## config.mk

```make
export PLATFORM = sky130hd
export DESIGN_NAME = router_fsm_ctrl
export DESIGN_NICKNAME = d
export VERILOG_FILES = /design/src/rtl/router_fsm_ctrl.sv
export SDC_FILE = /design/constraint.sdc
export NUM_CORES = 1
export LEC_CHECK = 0
export CAP_MARGIN = 20
export CORE_MARGIN = 3
export CORE_UTILIZATION = 37
export CTS_CLUSTER_SIZE = 28
export DETAILED_ROUTE_END_ITERATION = 12
export GPL_TIMING_DRIVEN = 0
export HOLD_SLACK_MARGIN = 0.02
export PLACE_DENSITY = 0.77
export SYNTH_ARGS = -nofsm -noshare
export SYNTH_HDL_FRONTEND = slang
export SYNTH_SLANG_ARGS = --single-unit
```

## constraint.sdc

```tcl
create_clock -name clock -period 1.7 [get_ports clock]
set_input_delay 0.425 -clock clock [delete_from_list [all_inputs] [get_ports clock]]
set_output_delay 0.425 -clock clock [all_outputs]
set_load 0.005 [all_outputs]
```

## src/rtl/router_fsm_ctrl.sv

```systemverilog
// Packet-sequencing FSM for the 1x3 router: decodes the header address, tracks
// FIFO status and drives the one-hot strobes that step router_reg through a packet.
module router_fsm_ctrl (
  input  logic       clock,
  input  logic       reset,
  input  logic       pkt_valid,
  input  logic [1:0] data_in,
  input  logic       fifo_full,
  input  logic [2:0] fifo_empty,
  input  logic [2:0] soft_reset,
  input  logic       parity_done,
  input  logic       low_packet_valid,
  output logic       write_enb_reg,
  output logic       detect_add,
  output logic       lfd_state,
  output logic       ld_state,
  output logic       laf_state,
  output logic       full_state,
  output logic       rst_int_reg,
  output logic       busy,
  output logic [1:0] addr_q,
  output logic [2:0] state_dbg
);

  typedef enum logic [2:0] {
    DECODE_ADDRESS     = 3'd0,
    LOAD_FIRST_DATA    = 3'd1,
    LOAD_DATA          = 3'd2,
    LOAD_PARITY        = 3'd3,
    FIFO_FULL_STATE    = 3'd4,
    LOAD_AFTER_FULL    = 3'd5,
    WAIT_TILL_EMPTY    = 3'd6,
    CHECK_PARITY_ERROR = 3'd7
  } state_t;

  state_t state, state_next;

  // Padded to four entries so address 3 indexes a harmless zero.
  logic [3:0] empty_ext;
  logic [3:0] soft_ext;
  logic       addr_ok;
  logic       addr_load;

  assign empty_ext = {1'b0, fifo_empty};
  assign soft_ext  = {1'b0, soft_reset};
  assign addr_ok   = (data_in != 2'd3);
  assign addr_load = (state == DECODE_ADDRESS) && pkt_valid && addr_ok;

  always_ff @(posedge clock or posedge reset) begin
    if (reset) begin
      state  <= DECODE_ADDRESS;
      addr_q <= 2'd0;
    end else begin
      state <= state_next;
      if (addr_load) addr_q <= data_in;
    end
  end

  always_comb begin
    state_next = state;
    case (state)
      DECODE_ADDRESS: begin
        if (addr_load) begin
          if (empty_ext[data_in]) state_next = LOAD_FIRST_DATA;
          else                    state_next = WAIT_TILL_EMPTY;
        end
      end
      WAIT_TILL_EMPTY: begin
        if (empty_ext[addr_q]) state_next = LOAD_FIRST_DATA;
      end
      LOAD_FIRST_DATA: state_next = LOAD_DATA;
      LOAD_DATA: begin
        if (fifo_full)       state_next = FIFO_FULL_STATE;
        else if (!pkt_valid) state_next = LOAD_PARITY;
      end
      FIFO_FULL_STATE: begin
        if (!fifo_full) state_next = LOAD_AFTER_FULL;
      end
      LOAD_AFTER_FULL: begin
        if (parity_done)           state_next = DECODE_ADDRESS;
        else if (low_packet_valid) state_next = LOAD_PARITY;
        else                       state_next = LOAD_DATA;
      end
      LOAD_PARITY: state_next = CHECK_PARITY_ERROR;
      CHECK_PARITY_ERROR: begin
        if (fifo_full) state_next = FIFO_FULL_STATE;
        else           state_next = DECODE_ADDRESS;
      end
      default: state_next = DECODE_ADDRESS;
    endcase
    // A read timeout on the selected FIFO abandons the packet from any busy state.
    if (state != DECODE_ADDRESS && soft_ext[addr_q]) state_next = DECODE_ADDRESS;
  end

  always_comb begin
    detect_add    = 1'b0;
    lfd_state     = 1'b0;
    ld_state      = 1'b0;
    laf_state     = 1'b0;
    full_state    = 1'b0;
    rst_int_reg   = 1'b0;
    write_enb_reg = 1'b0;
    busy          = 1'b1;
    case (state)
      DECODE_ADDRESS: begin
        detect_add = 1'b1;
        busy       = 1'b0;
      end
      LOAD_FIRST_DATA: lfd_state = 1'b1;
      LOAD_DATA: begin
        ld_state      = 1'b1;
        write_enb_reg = 1'b1;
        busy          = 1'b0;
      end
      LOAD_PARITY: write_enb_reg = 1'b1;
      FIFO_FULL_STATE: full_state = 1'b1;
      LOAD_AFTER_FULL: begin
        laf_state     = 1'b1;
        write_enb_reg = 1'b1;
      end
      CHECK_PARITY_ERROR: rst_int_reg = 1'b1;
      default: ;
    endcase
  end

  assign state_dbg = state;

endmodule
```

==> results_dict.tcl <==
set metrics [dict create \
    synth_seq_cells 5 \
    holdBufCountCts 0 \
    cts_buffer_depth 2 \
    boundaryPins 27 \
    clock_sinks 5 \
    grt_pass1_vias 664 \
    critPathSlowestCell "clkdlybuf4s50_1" \
    cts_buffers 3 \
    nets 122 \
    drt_wl_total_mm 1.92 \
    syn2layout_area_growth_pct 94.0 \
    yosysWarnings 0 \
    clk_pin_slew_ps 50 \
    grt_overflow 0 \
    crit_path_start_kind "input port" \
    end_kind "register" \
    grt_pass1_wl_mm 2.86 \
    max_stage_delay_ps 480 \
    antenna_found_initial 0 \
    firstDrtPassIters 4 \
    setup_ws_ps 8.10 \
    setup_viol 0 \
    clk_latency_ps 250 \
    io_buffer_count 26 \
    ir_drop_mv 1.27 \
    drv_cap 0 \
    synth_nets 77 \
    cts_tree "built" \
    place_congestion 0.845 \
    syn_area_um2 502 \
    yosysSeqAreaShare_pct 24.9 \
    powerDensity_nw_per_um2 1710 \
    post_synth.cell_area_avg_um2 7.96 \
    vias 683 \
    die_area_um2 1830 \
    worstHoldPathType "input port to async pin" \
    maxSlewHeadroom_pct 82.8 \
    fmax_mhz 591 \
    n_antenna_cell 0 \
    final_common_cell "clkdlybuf4s50_1" \
    skew_ps 5.93 \
    crit_type "input port to register" \
    cp.arrival_ps 1830 \
    cp_cell_sequence "clkdlybuf4s50_1 > mux2i_1 > o2111a_2 > or3_4 > o31ai_2" \
    ant_nets 0 \
    wire_per_inst_um 15.9 \
    post-dp-hpwl_mm 1.13 \
    grtUsageTotal_pct 20.6 \
    leakagePower_uw 0.000507 \
    rsz0062_at_grt "true" \
    htree_levels 1 \
    netlist_instances 63 \
    path_max_fanout 3 \
    layout_common_cells "clkdlybuf4s50_1, buf_4" \
    drive_gt1_share_pct 34.6 \
    cts_root_buffer "clkbuf_4" \
    core-area_um2 1190 \
    min_period_over_period_pct 99.5 \
    hold_violations 0 \
    placementRows 12 \
    worst_hold_slack_ps 376 \
    initial_core_util_pct 42.3 \
    crit_required_ps 1840 \
    worstMarginPinSlew_ps 256 \
    status "finished clean" \
    drtIter0Drc 21 \
    drc 0 \
    fp.dieH_um 42.8 \
    place_ws_ps -239 \
    period_needed_ps 1690 \
    synth_cell_types 33 \
    grt_max_degree 7 \
    finalSetupTns_ps 0 \
    die_x_um 42.8 \
    num-fill-cells 78 \
    final_util_pct 82.1 \
    slew_viol_final 0 \
    avgViaCountPerCell 5.64 \
]
-- critical path: cells and delay by family --
| family | cells | cell delay, ps |
|---|---|---|
| simple gates | 1 | 390 |
| buf+inv | 1 | 480 |
| mux | 1 | 70 |
| compound gates | 2 | 470 |
-- final timing paths --
kind,startpoint,endpoint,slack (ps),depth (start not counted)
min in group clock,addr_q[0]$_DFFE_PP0P_,addr_q[0]$_DFFE_PP0P_,580,1
worst max-delay path,fifo_empty[0],state_dbg[1]$_DFFE_PP0P_,8,5
max in group asynchronous,reset,state_dbg[2]$_DFFE_PP0P_,1130,2
worst min-delay path,reset,addr_q[1]$_DFFE_PP0P_,380,2
worst max register to register,state_dbg[2]$_DFFE_PP0P_,state_dbg[2]$_DFFE_PP0P_,80,6
worst min register to register,addr_q[0]$_DFFE_PP0P_,addr_q[0]$_DFFE_PP0P_,580,1
-- sequential cells by signal, summed over array words and instances, names as in the netlist --
signal     cells
addr_q         2
state_dbg      3
-- synthesized netlist by cell type --
master / number / area [µm²]
a211oi_1: 1 / 7.51
a21boi_0: 1 / 7.51
a21boi_1: 1 / 7.51
a21oi_1: 2 / 10.0
a21oi_2: 1 / 8.76
a2bb2oi_1: 1 / 8.76
a31oi_1: 1 / 6.26
and3_1: 1 / 6.26
buf_2: 2 / 10.0
clkbuf_1: 1 / 3.75
dfrtp_1: 5 / 125
inv_1: 5 / 18.8
mux2i_1: 4 / 40.0
nand2_1: 6 / 22.5
nand2b_1: 3 / 18.8
nand3b_1: 4 / 30.0
nand4bb_1: 1 / 11.3
nor2_1: 6 / 22.5
nor2b_1: 2 / 12.5
nor3_1: 1 / 5.00
nor3_2: 1 / 10.0
nor4bb_1: 1 / 10.0
o2111a_1: 1 / 11.3
o211a_1: 1 / 10.0
o21a_1: 1 / 7.51
o21ai_0: 1 / 5.00
o21bai_1: 1 / 7.51
o221ai_1: 1 / 8.76
o22a_1: 2 / 17.5
o22ai_1: 1 / 6.26
o31ai_2: 1 / 12.5
or2_1: 1 / 6.26
or3_1: 1 / 6.26
-- report_power, final --
part / internal (µW) / switching, µW / leakage, µW
logic: 721 / 542 / 0.000434
registers: 185 / 78.3 / 0.0000584
clock network: 88.9 / 51.7 / 0.0000150
-- metrics by stage --
step                      instance area, µm²  power, µW  cells
final                                    973       1670    121
after global routing                     973       1780    121
after CTS                                936       1560    119
after detailed placement                 779       1160    103
after global placement                   779       1140    103
after floorplan                          502        753     63
-- repair_timing --
item / 4_1_cts / 5_1_grt
resized for setup: 34 / 14
gates cloned: 0 / 0
setup endpoints to repair: 8 / 13
hold endpoints to repair: 0 / 0
pin swaps: 1 / 1
setup buffers: 12 / 2
-- layout make-up --
type                    count  area (µm²)  share of cell area, %
repair buffers             40         363                   37.3
clock buffers               4        26.3                   2.70
flip-flops and latches      5         129                   13.2
multi-input cells          50         382                   39.2
inverters                   5        18.8                   1.93
plain buffers               3        37.5                   3.86
well taps                  14        17.5                   1.80
-- routing by layer --
layer | track usage (%) | vias up | wire, µm
li1 | - | 316 | -
met1 | 23.9 | 316 | 764
met2 | 35.0 | 45 | 913
met3 | 8.90 | 6 | 190
met4 | 3.73 | 0 | 55
met5 | 0 | - | 0
-- cell families after synthesis --
group	Yosys count	synth area share, %
flip-flops	5	24.9
multiplexers	4	7.98
buffers and inverters	8	6.48
AO/OA/AOI/OAI	18	28.4
AND/OR/NAND/NOR	28	32.2
No activity file was read; power rests on OpenSTA's default activity.
